==> config.mk <==
export PLATFORM = sky130hd
export DESIGN_NAME = clk_div_gen
export DESIGN_NICKNAME = d
export VERILOG_FILES = /design/src/rtl/clk_div_gen.sv
export SDC_FILE = /design/constraint.sdc
export NUM_CORES = 1
export LEC_CHECK = 0
export CAP_MARGIN = 20
export CORE_ASPECT_RATIO = 0.6
export CORE_MARGIN = 3
export CORE_UTILIZATION = 58
export CTS_CLUSTER_SIZE = 10
export DETAILED_ROUTE_END_ITERATION = 16
export DONT_BUFFER_PORTS = 1
export PLACE_DENSITY_LB_ADDON = 0.08
export SETUP_SLACK_MARGIN = 0.4
export SLEW_MARGIN = 20
export SYNTH_ARGS = -nofsm -noshare
export SYNTH_HDL_FRONTEND = slang
export SYNTH_SLANG_ARGS = --single-unit
==> constraint.sdc <==
create_clock -name CLK_24M -period 3.35 [get_ports CLK_24M]
set_input_delay 0.1675 -clock CLK_24M [delete_from_list [all_inputs] [get_ports CLK_24M]]
set_output_delay 0.1675 -clock CLK_24M [all_outputs]
set_load 0.005 [all_outputs]
==> src/rtl/clk_div_gen.sv <==
`default_nettype none
// ============================================================================
//  Module   : clk_div_gen
//  Purpose  : Multi-channel programmable clock divider. Each channel counts
//             0..dsh and wraps, producing a one-cycle CE pulse per wrap and a
//             registered divided clock (high for floor(N/2) of N counts).
//             A channel may be cascaded so it only advances when the channel
//             below it wraps on the same edge.
//  Ports    : CLK_24M  - sole clock, rising edge
//             nRESET   - asynchronous active-low reset
//             EN       - global count enable
//             SYNC     - realign pulse, reloads every channel
//             DIV      - per-channel ratio minus one, NCH*CW bits
//             PHASE    - per-channel counter load value on SYNC/prime
//             MODE     - per-channel cascade select (bit 0 has no effect)
//             CE       - registered one-cycle pulse per channel wrap
//             CLK_OUT  - registered divided clock per channel
//             TC       - combinational terminal count of channel 0
//  Revision : 1.0 - initial release
// ============================================================================
module clk_div_gen #(
    parameter int NCH = 4,
    parameter int CW  = 4
) (
    input  logic              CLK_24M,
    input  logic              nRESET,
    input  logic              EN,
    input  logic              SYNC,
    input  logic [NCH*CW-1:0] DIV,
    input  logic [NCH*CW-1:0] PHASE,
    input  logic [NCH-1:0]    MODE,
    output logic [NCH-1:0]    CE,
    output logic [NCH-1:0]    CLK_OUT,
    output logic              TC
);

    localparam logic [CW-1:0] ONE_CW = {{(CW-1){1'b0}}, 1'b1};
    localparam logic [CW:0]   ONE_W  = {{CW{1'b0}}, 1'b1};

    logic           prime;
    logic           load;
    logic [NCH-1:0] up;      // wrap of the channel below (1 for channel 0)
    logic [NCH-1:0] adv;
    logic [NCH-1:0] at_top;  // cnt_i == dsh_i
    logic [NCH-1:0] wrap;

    // The first enabled edge after reset behaves exactly like SYNC.
    assign load = EN & (SYNC | ~prime);

    always_ff @(posedge CLK_24M or negedge nRESET) begin
        if (!nRESET) begin
            prime <= 1'b0;
        end else if (EN) begin
            prime <= 1'b1;
        end
    end

    assign TC = EN & prime & at_top[0] & ~SYNC;

    for (genvar i = 0; i < NCH; i++) begin : g_ch
        logic [CW-1:0] cnt;
        logic [CW-1:0] dsh;
        logic [CW-1:0] cnt_nxt;
        logic [CW-1:0] dsh_nxt;
        logic [CW-1:0] div_i;
        logic [CW-1:0] ph_i;
        logic [CW:0]   half;
        logic          written;
        logic          ce_q;
        logic          ce_nxt;
        logic          co_q;
        logic          co_nxt;

        assign div_i = DIV[i*CW +: CW];
        assign ph_i  = PHASE[i*CW +: CW];

        if (i == 0) begin : g_root
            assign up[i] = 1'b1;
        end else begin : g_casc
            assign up[i] = wrap[i-1];
        end

        // Channel 0 always has up=1, so MODE[0] cannot gate it.
        assign adv[i]    = EN & (~MODE[i] | up[i]);
        assign at_top[i] = (cnt == dsh);
        // SYNC/prime overrides any wrap on the same edge.
        assign wrap[i]   = adv[i] & ~load & at_top[i];

        always_comb begin
            cnt_nxt = cnt;
            dsh_nxt = dsh;
            ce_nxt  = 1'b0;
            written = 1'b0;
            if (load) begin
                written = 1'b1;
                dsh_nxt = div_i;
                // Out-of-range phase falls back to 0 so cnt never exceeds dsh.
                cnt_nxt = (ph_i <= div_i) ? ph_i : '0;
            end else if (wrap[i]) begin
                written = 1'b1;
                cnt_nxt = '0;
                dsh_nxt = div_i;
                ce_nxt  = 1'b1;
            end else if (adv[i]) begin
                written = 1'b1;
                cnt_nxt = cnt + ONE_CW;
            end
            // Divided clock is high while the new count is in the lower half.
            half   = ({1'b0, dsh_nxt} + ONE_W) >> 1;
            co_nxt = written ? ({1'b0, cnt_nxt} < half) : co_q;
        end

        always_ff @(posedge CLK_24M or negedge nRESET) begin
            if (!nRESET) begin
                cnt  <= '0;
                dsh  <= '0;
                ce_q <= 1'b0;
                co_q <= 1'b0;
            end else begin
                cnt  <= cnt_nxt;
                dsh  <= dsh_nxt;
                ce_q <= ce_nxt;
                co_q <= co_nxt;
            end
        end

        assign CE[i]      = ce_q;
        assign CLK_OUT[i] = co_q;
    end

endmodule
`default_nettype wire

Word level (Yosys, flattened, before mapping)
Index checks and enable logic that the tools add are counted.
{ "op_classes": {"eq_ne": 4, "n_mux": 44, "addsub": 8, "bitwise": 25, "order_cmp": 8} }
{ "ops": {"columns": ["operator", "count"], "rows": [
  ["2-to-1 mux 4 bit", 24],
  ["adder 4 x 1 -> 5 bit (second input constant)", 4],
  ["2-to-1 mux 1 bit", 20],
  ["adder 4 x 1 -> 4 bit (second input constant)", 4],
  ["== test 4 bit", 4],
  ["less-or-equal comparator 4 bit", 4],
  ["< comparator 4 bit", 4],
  ["bitwise AND 1 bit", 15],
  ["inverter 1 bit", 6],
  ["bitwise OR 1 bit", 4]
]} }
{ "totals": {"output_inout_bits": 9, "register_bits": 41, "elab_cells": 106} }

Longest topological paths before layout
{ "logic_depth": {"ltp_word": 22, "depth_mapped": 15, "depth_no_buf": 13} }

Least setup slack after synthesis
Ideal clock, no wire load.
{ "synth_timing": {"path_type": "reg-to-reg", "from": "register g_ch[2].cnt[1]", "to": "register g_ch[3].co_q", "t_arrival_ns": 3.056, "setup_time_ns": 0.110, "stages_incl_launch_ff": 14, "t_required_ns": 3.240, "setup_slack_ns": 0.184, "path_cell_list": "dfrtp_1 > xor2_1 > nor4_4 > nand2_2 > o311ai_4 > a31oi_4 > buf_6 > mux2_4 > ha_1 > xnor2_2 > ha_1 > o21ai_0 > a41oi_1 > o41ai_1"} }
{ "synth_between": {"elab_chain_len": 10} }
{ "synth_lines": {"columns": ["item", "line_no", "source"], "rows": [
  ["from (decl)", "61", "logic [CW-1:0] cnt;"],
  ["from (signal assigned)", "120", "cnt <= cnt_nxt;"],
  ["== test 4 bit (*)", "85", "assign at_top[i] = (cnt == dsh);"],
  ["bitwise AND 1 bit (*)", "87", "assign wrap[i] = adv[i] & ~load & at_top[i];"],
  ["bitwise OR 1 bit (*)", "84", "assign adv[i] = EN & (~MODE[i] | up[i]);"],
  ["bitwise AND 1 bit (*)", "84", null],
  ["bitwise AND 1 bit (2 in series)", "87", null],
  ["2-to-1 mux 4 bit", "99", "end else if (wrap[i]) begin"],
  ["2-to-1 mux 4 bit", "94", "if (load) begin"],
  ["adder 4 x 1 -> 5 bit", "109", "half = ({1'b0, dsh_nxt} + ONE_W) >> 1;"],
  ["< comparator 4 bit", "110", "co_nxt = written ? ({1'b0, cnt_nxt} < half) : co_q;"],
  ["to (signal assigned)", "123", "co_q <= co_nxt;"],
  ["to (decl)", "71", "logic co_q;"]
]} }
Every way passes the cells marked *; elsewhere a longest branch is shown, timed or not.
A chain may end at the register's enable or synchronous reset.

Final worst setup path
{ "layout_timing": {"from": "register g_ch[2].dsh[0]", "to": "register g_ch[3].co_q"} }
{ "layout_between": {"elab_chain_len": 10} }
{ "layout_lines": {"columns": ["item", "line_no", "source"], "rows": [
  ["from (decl)", "62", "logic [CW-1:0] dsh;"],
  ["from (signal assigned)", "121", "dsh <= dsh_nxt;"],
  ["== test 4 bit (*)", "85", null],
  ["bitwise AND 1 bit (*)", "87", null],
  ["bitwise OR 1 bit (*)", "84", null],
  ["bitwise AND 1 bit (*)", "84", null],
  ["bitwise AND 1 bit (2 in series)", "87", null],
  ["2-to-1 mux 4 bit", "99", null],
  ["2-to-1 mux 4 bit", "94", null],
  ["adder 4 x 1 -> 5 bit", "109", null],
  ["< comparator 4 bit", "110", null]
]} }
Marked as above.

==> flow_summary.rst <==
.. list-table::
   :header-rows: 1

   * - Metric
     - Value
   * - Result of the run
     - completed
   * - Via count
     - 2493
   * - Cell with the biggest individual delay on the critical path
     - sky130_fd_sc_hd__dfrtp_1
   * - Net total in the final layout
     - 441
   * - Remaining DRCs
     - 0
   * - Timing endpoint of the critical path
     - g_ch[3].co_q$_DFFE_PN0P_
   * - Number of maximum-capacitance constraint violations
     - 0
   * - Largest driver fanout on the critical path
     - 6
   * - Min-delay worst type
     - in2reg
   * - Total inserted antenna cells
     - 0
   * - Crit path time final
     - 3.10 ns
   * - Final max-slew violation count
     - 0
   * - Iteration-0 DRC Markers
     - 140
   * - Setup total negative slack
     - 0 ns
   * - Global router's overall resource usage
     - 24.1%
   * - Type of origin of the critical path
     - register
   * - Starting density of the core
     - 61.2%
   * - Area Overhead vs Synth
     - 16.2%
   * - H-tree levels
     - 2
   * - Die Y-Extent
     - 63.1 um
   * - Cell Area, Placed
     - 0.00322 mm^2
   * - Clock transition at the registers of the reported paths
     - 0.08 ns
   * - Endpoint class of the critical path
     - register
   * - Arr. time, crit path
     - 3.29 ns
   * - Total of flip-flops plus latches after synthesis
     - 41
   * - Endpoint required time on the critical path
     - 3.54 ns
   * - Horizontal die dimension
     - 101 um
   * - Dpl hpwl
     - 5400 um
   * - Layout cell share with drive strength beyond 1
     - 23.5%
   * - Dominant cell type by area after synthesis
     - sky130_fd_sc_hd__dfrtp_1
   * - Worst R2R Path Depth
     - 12
   * - Yosys synthesis warning count
     - 0
   * - TritonRoute pass-1 iters
     - 4
   * - Count of buffers from port buffering
     - 0
   * - Worst Clk Skew
     - 0.00344 ns
   * - Clock buffers created by TritonCTS
     - 5
   * - Crit Reg-Reg Startpoint
     - g_ch[2].dsh[0]$_DFF_PN0_
   * - Initial antenna violation count
     - 0
   * - Root Driver
     - sky130_fd_sc_hd__clkbuf_8
   * - Number of nets in the synthesized netlist
     - 409
   * - Number of flops mapped to enable cells by yosys
     - 0
   * - Global route total overflow
     - 0
   * - Average via count per standard cell
     - 5.77
   * - Highest attainable clock frequency
     - 323 MHz
   * - Worst-Skew Late Latency
     - 0.29 ns
   * - Clock tree from TritonCTS
     - yes
   * - Final wirelength
     - 7410 um
   * - Sequence of cells on the critical path
     - xor2_1 > nor4_4 > nand2_2 > o311ai_4 > a31oi_4 > mux2_4 > ha_2 > xnor2_2 > ha_1 > o21ai_1 > a41oi_1 > o41ai_1
   * - Vias in the first global route
     - 2484
   * - Full die area
     - 0.00639 mm^2
   * - Proportion of synthesized chip area in sequential cells
     - 32.5%
   * - Mean post-synth cell area
     - 9.48 um^2
   * - Crit path from
     - g_ch[2].dsh[0]$_DFF_PN0_
   * - Wire length of the first global-routing pass
     - 12200 um
   * - Static Leakage
     - 0.00174 uW
   * - Clock net sink count
     - 41
   * - Critical path's largest stage delay
     - 0.43 ns
   * - Largest net degree at the start of global routing
     - 42
   * - Actual transition at the worst max-transition pin
     - 0.489 ns
   * - PwrDens
     - 636 mW/mm^2
   * - Max-slew headroom
     - 67.4%
   * - Weighted congestion reported at the end of routability-driven placement
     - 0.860
   * - Core area
     - 0.00515 mm^2
   * - Async set-reset flop share out of synthesis
     - 100%
   * - Unique masters post-synth
     - 60
   * - Hold Crit Depth
     - 1
   * - Area of the mapped netlist
     - 0.00316 mm^2
   * - Critical setup path kind
     - reg2reg
   * - Placement Rows
     - 20
   * - Unrepaired setup endpoints after global routing
     - true
   * - Maximum count of clock buffers along a single path
     - 2
   * - Endpoint of the worst-slack reg-to-reg timing path
     - g_ch[3].co_q$_DFFE_PN0P_
   * - Average wire per standard cell
     - 17.1 um
   * - Antenna violation net count after detailed routing
     - 0
   * - Ranking of synthesized cells by area
     - sky130_fd_sc_hd__dfrtp_1, sky130_fd_sc_hd__ha_1, sky130_fd_sc_hd__xor2_1, sky130_fd_sc_hd__o21ai_0, sky130_fd_sc_hd__inv_1
   * - Final Hold Vio Count
     - 0
   * - Final clock period utilization by the worst path
     - 92.6%
   * - I/O pin count
     - 49
   * - Post-route standard cell area excluding fillers
     - 0.00367 mm^2
   * - Cells after Synth
     - 333
   * - Fraction of synthesized cell area taken by the top area cell type
     - 32.5%
   * - Peak VDD IR
     - 392 uV
   * - Filler instances
     - 415
   * - Worst R2R Setup Slack
     - 0.25 ns
   * - Post-synth top flop
     - sky130_fd_sc_hd__dfrtp_1
   * - Final-report setup violation count
     - 0
==> sequential cells by signal (all words and copies together) (netlist names) <==
| signal | count |
|---|---|
| g_ch.co_q | 4 |
| g_ch.cnt | 16 |
| prime | 1 |
| g_ch.ce_q | 4 |
| g_ch.dsh | 16 |
==> where the power goes <==
group	internal [uW]	switching, uW	leakage, uW
Sequential	649	156	0.000503
Combinational	584	576	0.00118
Clock	187	178	0.0000542
==> layout by cell type (no fill, tap or decap), types with 4 or more instances in the layout <==
| cell type | count |
|---|---|
| sky130_fd_sc_hd__dfrtp_1 | 41 |
| sky130_fd_sc_hd__buf_4 | 34 |
| sky130_fd_sc_hd__ha_1 | 31 |
| sky130_fd_sc_hd__inv_1 | 28 |
| sky130_fd_sc_hd__nand2_1 | 26 |
| sky130_fd_sc_hd__xor2_1 | 23 |
| sky130_fd_sc_hd__o21ai_0 | 21 |
| sky130_fd_sc_hd__nand3_1 | 14 |
| sky130_fd_sc_hd__a21oi_1 | 10 |
| sky130_fd_sc_hd__nor2_1 | 9 |
| sky130_fd_sc_hd__xnor2_1 | 9 |
| sky130_fd_sc_hd__nand4_1 | 7 |
| sky130_fd_sc_hd__clkbuf_8 | 7 |
| sky130_fd_sc_hd__mux2_4 | 6 |
| sky130_fd_sc_hd__o21ai_1 | 6 |
| sky130_fd_sc_hd__nor2b_1 | 5 |
| sky130_fd_sc_hd__o21a_1 | 5 |
| sky130_fd_sc_hd__a22o_1 | 4 |
| sky130_fd_sc_hd__nor3_1 | 4 |
| sky130_fd_sc_hd__mux2i_1 | 4 |
| sky130_fd_sc_hd__ha_2 | 4 |
==> timing repair <==
item                                   in CTS  in global routing
endpoints found under the hold margin      42                  0
gates resized for setup                    14                 15
pin swaps                                  13                 11
setup buffers                              11                 15
setup endpoints to repair                   3                  4
hold buffers                                3                  0
==> synthesized netlist by cell type (4+ instances only) <==
| master | count |
|---|---|
| sky130_fd_sc_hd__xor2_1 | 23 |
| sky130_fd_sc_hd__nor2b_1 | 6 |
| sky130_fd_sc_hd__nand2_1 | 27 |
| sky130_fd_sc_hd__mux2i_1 | 6 |
| sky130_fd_sc_hd__a22o_1 | 4 |
| sky130_fd_sc_hd__inv_1 | 28 |
| sky130_fd_sc_hd__xnor2_1 | 9 |
| sky130_fd_sc_hd__o21ai_0 | 25 |
| sky130_fd_sc_hd__nand4_1 | 7 |
| sky130_fd_sc_hd__nor2_1 | 10 |
| sky130_fd_sc_hd__nor3_1 | 4 |
| sky130_fd_sc_hd__ha_1 | 36 |
| sky130_fd_sc_hd__buf_4 | 8 |
| sky130_fd_sc_hd__nand3_1 | 14 |
| sky130_fd_sc_hd__dfrtp_1 | 41 |
| sky130_fd_sc_hd__o21a_1 | 5 |
| sky130_fd_sc_hd__mux2_2 | 5 |
| sky130_fd_sc_hd__a21oi_1 | 12 |
==> metrics by stage <==
step	cells	total power, uW	hold WS, ns	setup WS [ns]	utilization, %
6_report	432	2330	0.0160	0.249	71.1
5_1_grt	432	2530	0.00785	0.0709	71.1
4_1_cts	417	2240	0.0135	0.241	67.7
3_5_place_dp	395	1760	-0.127	0.0718	62.5
3_3_place_gp	395	1730	-0.127	0.0956	62.5
2_1_floorplan	333	1580	-0.128	0.270	-
==> metal layers <==
| metal | global-route usage, % | vias to the layer above | share of wire [%] |
|---|---|---|---|
| li1 | - | 1235 | - |
| met1 | 37.5 | 1165 | 51 |
| met2 | 34.3 | 82 | 42 |
| met3 | 5.42 | 11 | 6.5 |
| met4 | 3.98 | 0 | 1.1 |
| met5 | 0 | - | 0 |
==> worst min-delay path by stage <==
stage	startpoint	endpoint	slack, ns
after floorplan	nRESET	g_ch[0].ce_q$_DFF_PN0_	-0.13
after global placement	nRESET	g_ch[3].dsh[2]$_DFF_PN0_	-0.13
after detailed placement	nRESET	g_ch[3].dsh[3]$_DFF_PN0_	-0.13
after CTS	DIV[12]	g_ch[3].dsh[0]$_DFF_PN0_	0.01
after global routing	DIV[12]	g_ch[3].dsh[0]$_DFF_PN0_	0.008
final	DIV[12]	g_ch[3].dsh[0]$_DFF_PN0_	0.02
==> cell type report <==
cell class | count | area [um^2] | share of cell area, %
inverters | 29 | 109 | 2.97
well taps | 66 | 82.6 | 2.25
multi-input cells | 249 | 2030 | 55.4
clock buffers | 7 | 96.3 | 2.63
flip-flops and latches | 41 | 1030 | 28.0
clock inverters | 1 | 5.00 | 0.137
repair buffers | 39 | 318 | 8.67
==> kinds of logic after synthesis <==
logic type                 Yosys count  synth area share (%)
DFF                                 41                  32.5
AOI/OAI and AO/OA                   71                  15.6
buffers and inverters               43                  6.42
xor gates and xnor gates            33                  9.40
and+or+nand+nor                     94                  16.3
muxes                               15                  5.47
adders and majority gates           36                  14.3
==> critical path: cells and delay by family, from the launching register on <==
family / cells / cell delay [ns]
simple gates: 2 / 0.44
fa+ha+maj: 2 / 0.46
flops: 1 / 0.43
compound gates: 5 / 1.01
mux: 1 / 0.33
xor+xnor: 2 / 0.33
(Power assumes the default switching activity.)
